==> config.mk <==
export PLATFORM = sky130hd
export DESIGN_NAME = chess_clock_referee
export DESIGN_NICKNAME = d
export VERILOG_FILES = /design/src/rtl/chess_clock_pkg.sv /design/src/rtl/chess_move_counter.sv /design/src/rtl/chess_clock_referee.sv
export SDC_FILE = /design/constraint.sdc
export NUM_CORES = 1
export LEC_CHECK = 0
export ABC_CLOCK_PERIOD_IN_PS = 2350
export BUFFER_PORTS_ARGS = -buffer_cell sky130_fd_sc_hd__buf_2
export CORE_ASPECT_RATIO = 0.7
export CORE_UTILIZATION = 40
export DETAILED_ROUTE_END_ITERATION = 12
export GPL_ROUTABILITY_DRIVEN = 0
export PLACE_DENSITY_LB_ADDON = 0.3
export SYNTH_ARGS = -nofsm -noshare
export SYNTH_HDL_FRONTEND = slang
export SYNTH_HIERARCHICAL = 1
export SYNTH_SLANG_ARGS = --single-unit
export TNS_END_PERCENT = 20
==> constraint.sdc <==
create_clock -name i_clk -period 2.35 [get_ports i_clk]
set_input_delay 0.235 -clock i_clk [delete_from_list [all_inputs] [get_ports i_clk]]
set_output_delay 0.235 -clock i_clk [all_outputs]
set_load 0.05 [all_outputs]
==> src/rtl/chess_clock_pkg.sv <==
// Shared types and constants for the chess clock referee and its move counters.
package chess_clock_pkg;

  typedef logic [3:0] bcd_t;

  typedef enum logic [2:0] {
    SETUP,
    RUN_A,
    RUN_B,
    PAUSE,
    OVER
  } state_t;

  typedef enum logic {
    SIDE_A,
    SIDE_B
  } side_t;

  // Start-time presets, BCD tens in [7:4], units in [3:0]
  localparam logic [7:0] PRESET [0:7] = '{
    8'h05, 8'h10, 8'h30, 8'h99, 8'h01, 8'h15, 8'h45, 8'h60
  };

endpackage

==> src/rtl/chess_move_counter.sv <==
// Two-digit BCD move counter; clear has priority over increment, 99 wraps to 00.
module chess_move_counter
  import chess_clock_pkg::*;
(
  input  logic           i_clk,
  input  logic           i_rst,
  input  logic           i_inc,
  input  logic           i_clr,
  output bcd_t [1:0]     o_count
);

  always_ff @(posedge i_clk or negedge i_rst) begin
    if (!i_rst) begin
      o_count <= '0;
    end else if (i_clr) begin
      o_count <= '0;
    end else if (i_inc) begin
      if (o_count[0] == 4'd9) begin
        o_count[0] <= 4'd0;
        o_count[1] <= (o_count[1] == 4'd9) ? 4'd0 : o_count[1] + 4'd1;
      end else begin
        o_count[0] <= o_count[0] + 4'd1;
      end
    end
  end

endmodule

==> src/rtl/chess_clock_referee.sv <==
// Game controller for a two-player chess clock: game FSM, preset selection,
// move counting and stop/win/reload control for both player clocks.
module chess_clock_referee
  import chess_clock_pkg::*;
#(
  parameter int p_first   = 0,
  parameter int p_presets = 4
) (
  input  logic       i_clk,
  input  logic       i_rst,
  input  logic       i_start,
  input  logic       i_pause,
  input  logic       i_preset,
  input  logic       i_turn_a,
  input  logic       i_turn_b,
  input  logic       i_zero_a,
  input  logic       i_zero_b,
  output logic       o_stop_a,
  output logic       o_stop_b,
  output logic       o_win_a,
  output logic       o_win_b,
  output bcd_t [1:0] o_init,
  output logic       o_reload,
  output bcd_t [1:0] o_moves_a,
  output bcd_t [1:0] o_moves_b
);

  localparam state_t     FIRST_RUN = (p_first == 0) ? RUN_A : RUN_B;
  localparam logic [2:0] IDX_LAST  = 3'(p_presets - 1);

  state_t      state, state_nxt;
  side_t       resume_side, resume_side_nxt;
  side_t       winner, winner_nxt;
  logic [2:0]  idx, idx_nxt;
  logic        reload_nxt;
  logic        inc_a, inc_b, clr_moves;

  always_ff @(posedge i_clk or negedge i_rst) begin
    if (!i_rst) begin
      state       <= SETUP;
      resume_side <= SIDE_A;
      winner      <= SIDE_A;
      idx         <= '0;
      o_reload    <= 1'b0;
    end else begin
      state       <= state_nxt;
      resume_side <= resume_side_nxt;
      winner      <= winner_nxt;
      idx         <= idx_nxt;
      o_reload    <= reload_nxt;
    end
  end

  // Flag fall beats pause, pause beats the move click; a flag fall counts no move.
  always_comb begin
    state_nxt       = state;
    resume_side_nxt = resume_side;
    winner_nxt      = winner;
    idx_nxt         = idx;
    reload_nxt      = 1'b0;
    inc_a           = 1'b0;
    inc_b           = 1'b0;
    clr_moves       = 1'b0;
    case (state)
      SETUP: begin
        if (i_start) begin
          state_nxt = FIRST_RUN;
        end else if (i_preset) begin
          idx_nxt = (idx == IDX_LAST) ? 3'd0 : idx + 3'd1;
        end
      end
      RUN_A: begin
        if (i_zero_a) begin
          state_nxt  = OVER;
          winner_nxt = SIDE_B;
        end else if (i_pause) begin
          state_nxt       = PAUSE;
          resume_side_nxt = SIDE_A;
        end else if (i_turn_a) begin
          state_nxt = RUN_B;
          inc_a     = 1'b1;
        end
      end
      RUN_B: begin
        if (i_zero_b) begin
          state_nxt  = OVER;
          winner_nxt = SIDE_A;
        end else if (i_pause) begin
          state_nxt       = PAUSE;
          resume_side_nxt = SIDE_B;
        end else if (i_turn_b) begin
          state_nxt = RUN_A;
          inc_b     = 1'b1;
        end
      end
      PAUSE: begin
        if (i_start) begin
          state_nxt  = SETUP;
          reload_nxt = 1'b1;
        end else if (i_pause) begin
          state_nxt = (resume_side == SIDE_A) ? RUN_A : RUN_B;
        end
      end
      OVER: begin
        if (i_start) begin
          state_nxt  = SETUP;
          reload_nxt = 1'b1;
          clr_moves  = 1'b1;
        end
      end
      default: state_nxt = SETUP;
    endcase
  end

  assign o_stop_a = (state != RUN_A);
  assign o_stop_b = (state != RUN_B);
  assign o_win_a  = (state == OVER) && (winner == SIDE_A);
  assign o_win_b  = (state == OVER) && (winner == SIDE_B);
  assign o_init   = PRESET[idx];

  chess_move_counter u_moves_a (
    .i_clk   (i_clk),
    .i_rst   (i_rst),
    .i_inc   (inc_a),
    .i_clr   (clr_moves),
    .o_count (o_moves_a)
  );

  chess_move_counter u_moves_b (
    .i_clk   (i_clk),
    .i_rst   (i_rst),
    .i_inc   (inc_b),
    .i_clr   (clr_moves),
    .o_count (o_moves_b)
  );

endmodule

==> metrics.txt <==
CORE AREA=3670 µm²; CTS root buf=clkbuf_8; Worst Max-Slew Pin Slew=around 0.57 ns; post-synth top area cell=dfrtp_1; H-Tree Depth=1; post-synth cell types=46; RSZ-0062 raised after global routing=false; PD cells=966 nW/µm²; FMAX=465 MHz; Req. time, crit path=2.55 ns; critical path arrival=about 2.4 ns; WL final=3.23 mm; peak supply drop=0.454 mV; clk_lat worst skew=between 0.2 and 0.3 ns; P_leak=1.01 nW; critical path's top delay family=simple AND/OR/NAND/NOR gates; CTS Buf Count=3; Max Slew Vio Count=0; # port buffers=36; I/O pin cnt=38; setup bufs post-CTS=0; vias=1333; DRT antenna net count=0; Worst path max stage delay=0.50 ns; Post-Synthesis Cells=172; Max Cap Viol=0; Critical Path End Type=flip-flop; layout cells sized above 1=27.1%; CTS tree=yes; Area Growth Syn to Fin=18.3%; Die Width=77.6 µm; crit-path cells=nand2b_1 > nand2b_2 > nor4b_4 > nand4b_4 > or4b_1 > a21oi_1; Util after Layout=51.5%; clock-pin slew on the worst setup and hold paths=about 0.090 ns; WP buf/inv=0; placed inst area=1830 µm²; crit path launch=state[2]; final setup vio count=0; final hold violations=0; yosys warns=6; clk buf depth=2; largest cells by area after synthesis=dfrtp_1 (39%), ha_1 (7.0%), nor2_1 (4.2%), o21ai_0 (3.8%), inv_1 (3.5%); Synth Flop Type=dfrtp_1; max_slew headroom=61.8%; GRT Total Usage=16.0%; crit start category=flip-flop; Post-synth EDFFs=0; TNS Setup=0 ns; top-area cell type share of the netlist area=39.1%; Via density=5.19; First DRT Iteration DRCs=102; Yosys reg bits=25; vias in the first global route=1102; hold path start=i_start; worst min path class=in -> reg; syn avg cell area=between 9 and 10 µm²; clock sink count=25; n_diodes=0; fin nets=226; Detail Placement HPWL=about 2.4 mm; Die Area=around 4300 µm²; largest net degree at the start of global routing=26; grt total ovfl=0; Initial Utilization=43.6%; post-DR wirelength/cell=12.6 µm; Tot Pwr=~1.8 mW; Post-synth ARST share=100%; fin crit share=91.6%; fin area=1890 µm²; FP Rows=18; status=finished clean; first drt pass iteration count=4; Cell Area, Synth=1600 µm²; Mapped Nets=190; fin crit period=between 2 and 2.5 ns; worst-path maximum fanout=8; worst reg2reg startpoint=state[2]; Worst Setup Path Type=reg -> reg; first-pass GRT wire length=between 5 and 6 mm; initial antenna violation count=0; chip height=54.9 µm; Fin Clk Skew=0.00845 ns; Slowest-stage cell, CP=or4b_1; sequential fraction of the synthesis area=39.1%; Post-route DRC=0
## layer usage
metal	global-route usage, %	vias to the layer above	routed length (µm)
li1	-	672	-
met1	23.8	625	1820
met2	23.2	32	1240
met3	4.10	4	146
met4	3.77	0	18
met5	0	-	0
## state kept, by name, indices dropped and copies added (netlist names)
register           cells
winner                 1
u_moves_a/o_count      8
state                  3
u_moves_b/o_count      8
idx                    3
resume_side            1
o_reload               1
## cell usage in the layout (no fill, tap or decap), types with 4 or more instances in the layout
cell and count:
buf_2 36, dfrtp_1 24, nor2_1 18, inv_1 15, o21ai_0 12, a21oi_1 9, ha_1 9, nand2_1 7
nand3_1 6, nand2b_1 5, nand3b_1 5, xor2_1 5, nor3_1 4
## cell type report
type | count | area [µm²]
clock buffer | 3 | 41.3
clock inverter | 1 | 7.51
multi-input combinational | 123 | 885
inverter | 15 | 56.3
timing repair buffer | 40 | 213
sequential | 25 | 627
fill | 357 | 1780
tap | 50 | 62.6
## synthesized netlist by cell type, types with 2 or more instances
master,n
nor2b_1,2
nand3b_1,5
and2_1,2
o2111ai_1,2
o21ai_0,12
nor3_1,4
a31oi_1,2
nand2_1,7
buf_4,2
nand3_1,6
dfrtp_1,25
clkbuf_1,5
or4_1,2
nor2_1,18
inv_1,15
mux2_2,2
mux2i_1,2
or3_1,3
or4b_1,3
nand4b_4,2
ha_1,9
nand2b_1,6
a21oi_1,9
xor2_1,5
## report_power, final
part	switching, mW	total (mW)	internal [mW]	leakage (nW)
combinational	0.659	0.927	0.268	0.652
clock	0.142	0.263	0.120	0.0217
sequential	0.125	0.637	0.512	0.336
total	0.926	1.83	0.901	1.01
## final timing paths
| path | endpoint | slack (ns) | cells after the start |
|---|---|---|---|
| worst max register to register | u_moves_a/o_count[5] | 0.20 | 6 |
| max in group asynchronous | state[2] | 1.46 | 2 |
| worst min-delay path | o_reload | 0.23 | 2 |
| worst min register to register | idx[0] | 0.54 | 1 |
| worst max-delay path | u_moves_a/o_count[5] | 0.20 | 6 |
| min in group asynchronous | u_moves_b/o_count[1] | 0.49 | 2 |
## through the flow
| step | setup WS (ns) | std cells | hold WS (ns) |
|---|---|---|---|
| 6_report | 0.198 | 257 | 0.229 |
| 5_1_grt | 0.0281 | 257 | 0.238 |
| 4_1_cts | 0.169 | 257 | 0.218 |
| 3_5_place_dp | 0.206 | 252 | 0.266 |
| 3_3_place_gp | 0.231 | 252 | 0.266 |
| 2_1_floorplan | 0.0540 | 172 | -0.0606 |
## logic make-up after synthesis
| group | Yosys count | share of synthesized area [%] |
|---|---|---|
| fa+ha+maj | 9 | 7.04 |
| simple gates | 66 | 25.8 |
| mux | 5 | 3.60 |
| flops | 25 | 39.1 |
| buf+inv | 24 | 6.65 |
| other cells | 1 | 0.235 |
| compound gates | 36 | 14.2 |
| xor+xnor | 6 | 3.29 |
## repair_timing
action                                 in CTS  in global routing
hold buffers                                1                  0
gates resized for setup                     0                  1
endpoints found under the hold margin      25                  0
setup endpoints to repair                   0                  1
(Power assumes the default switching activity.)
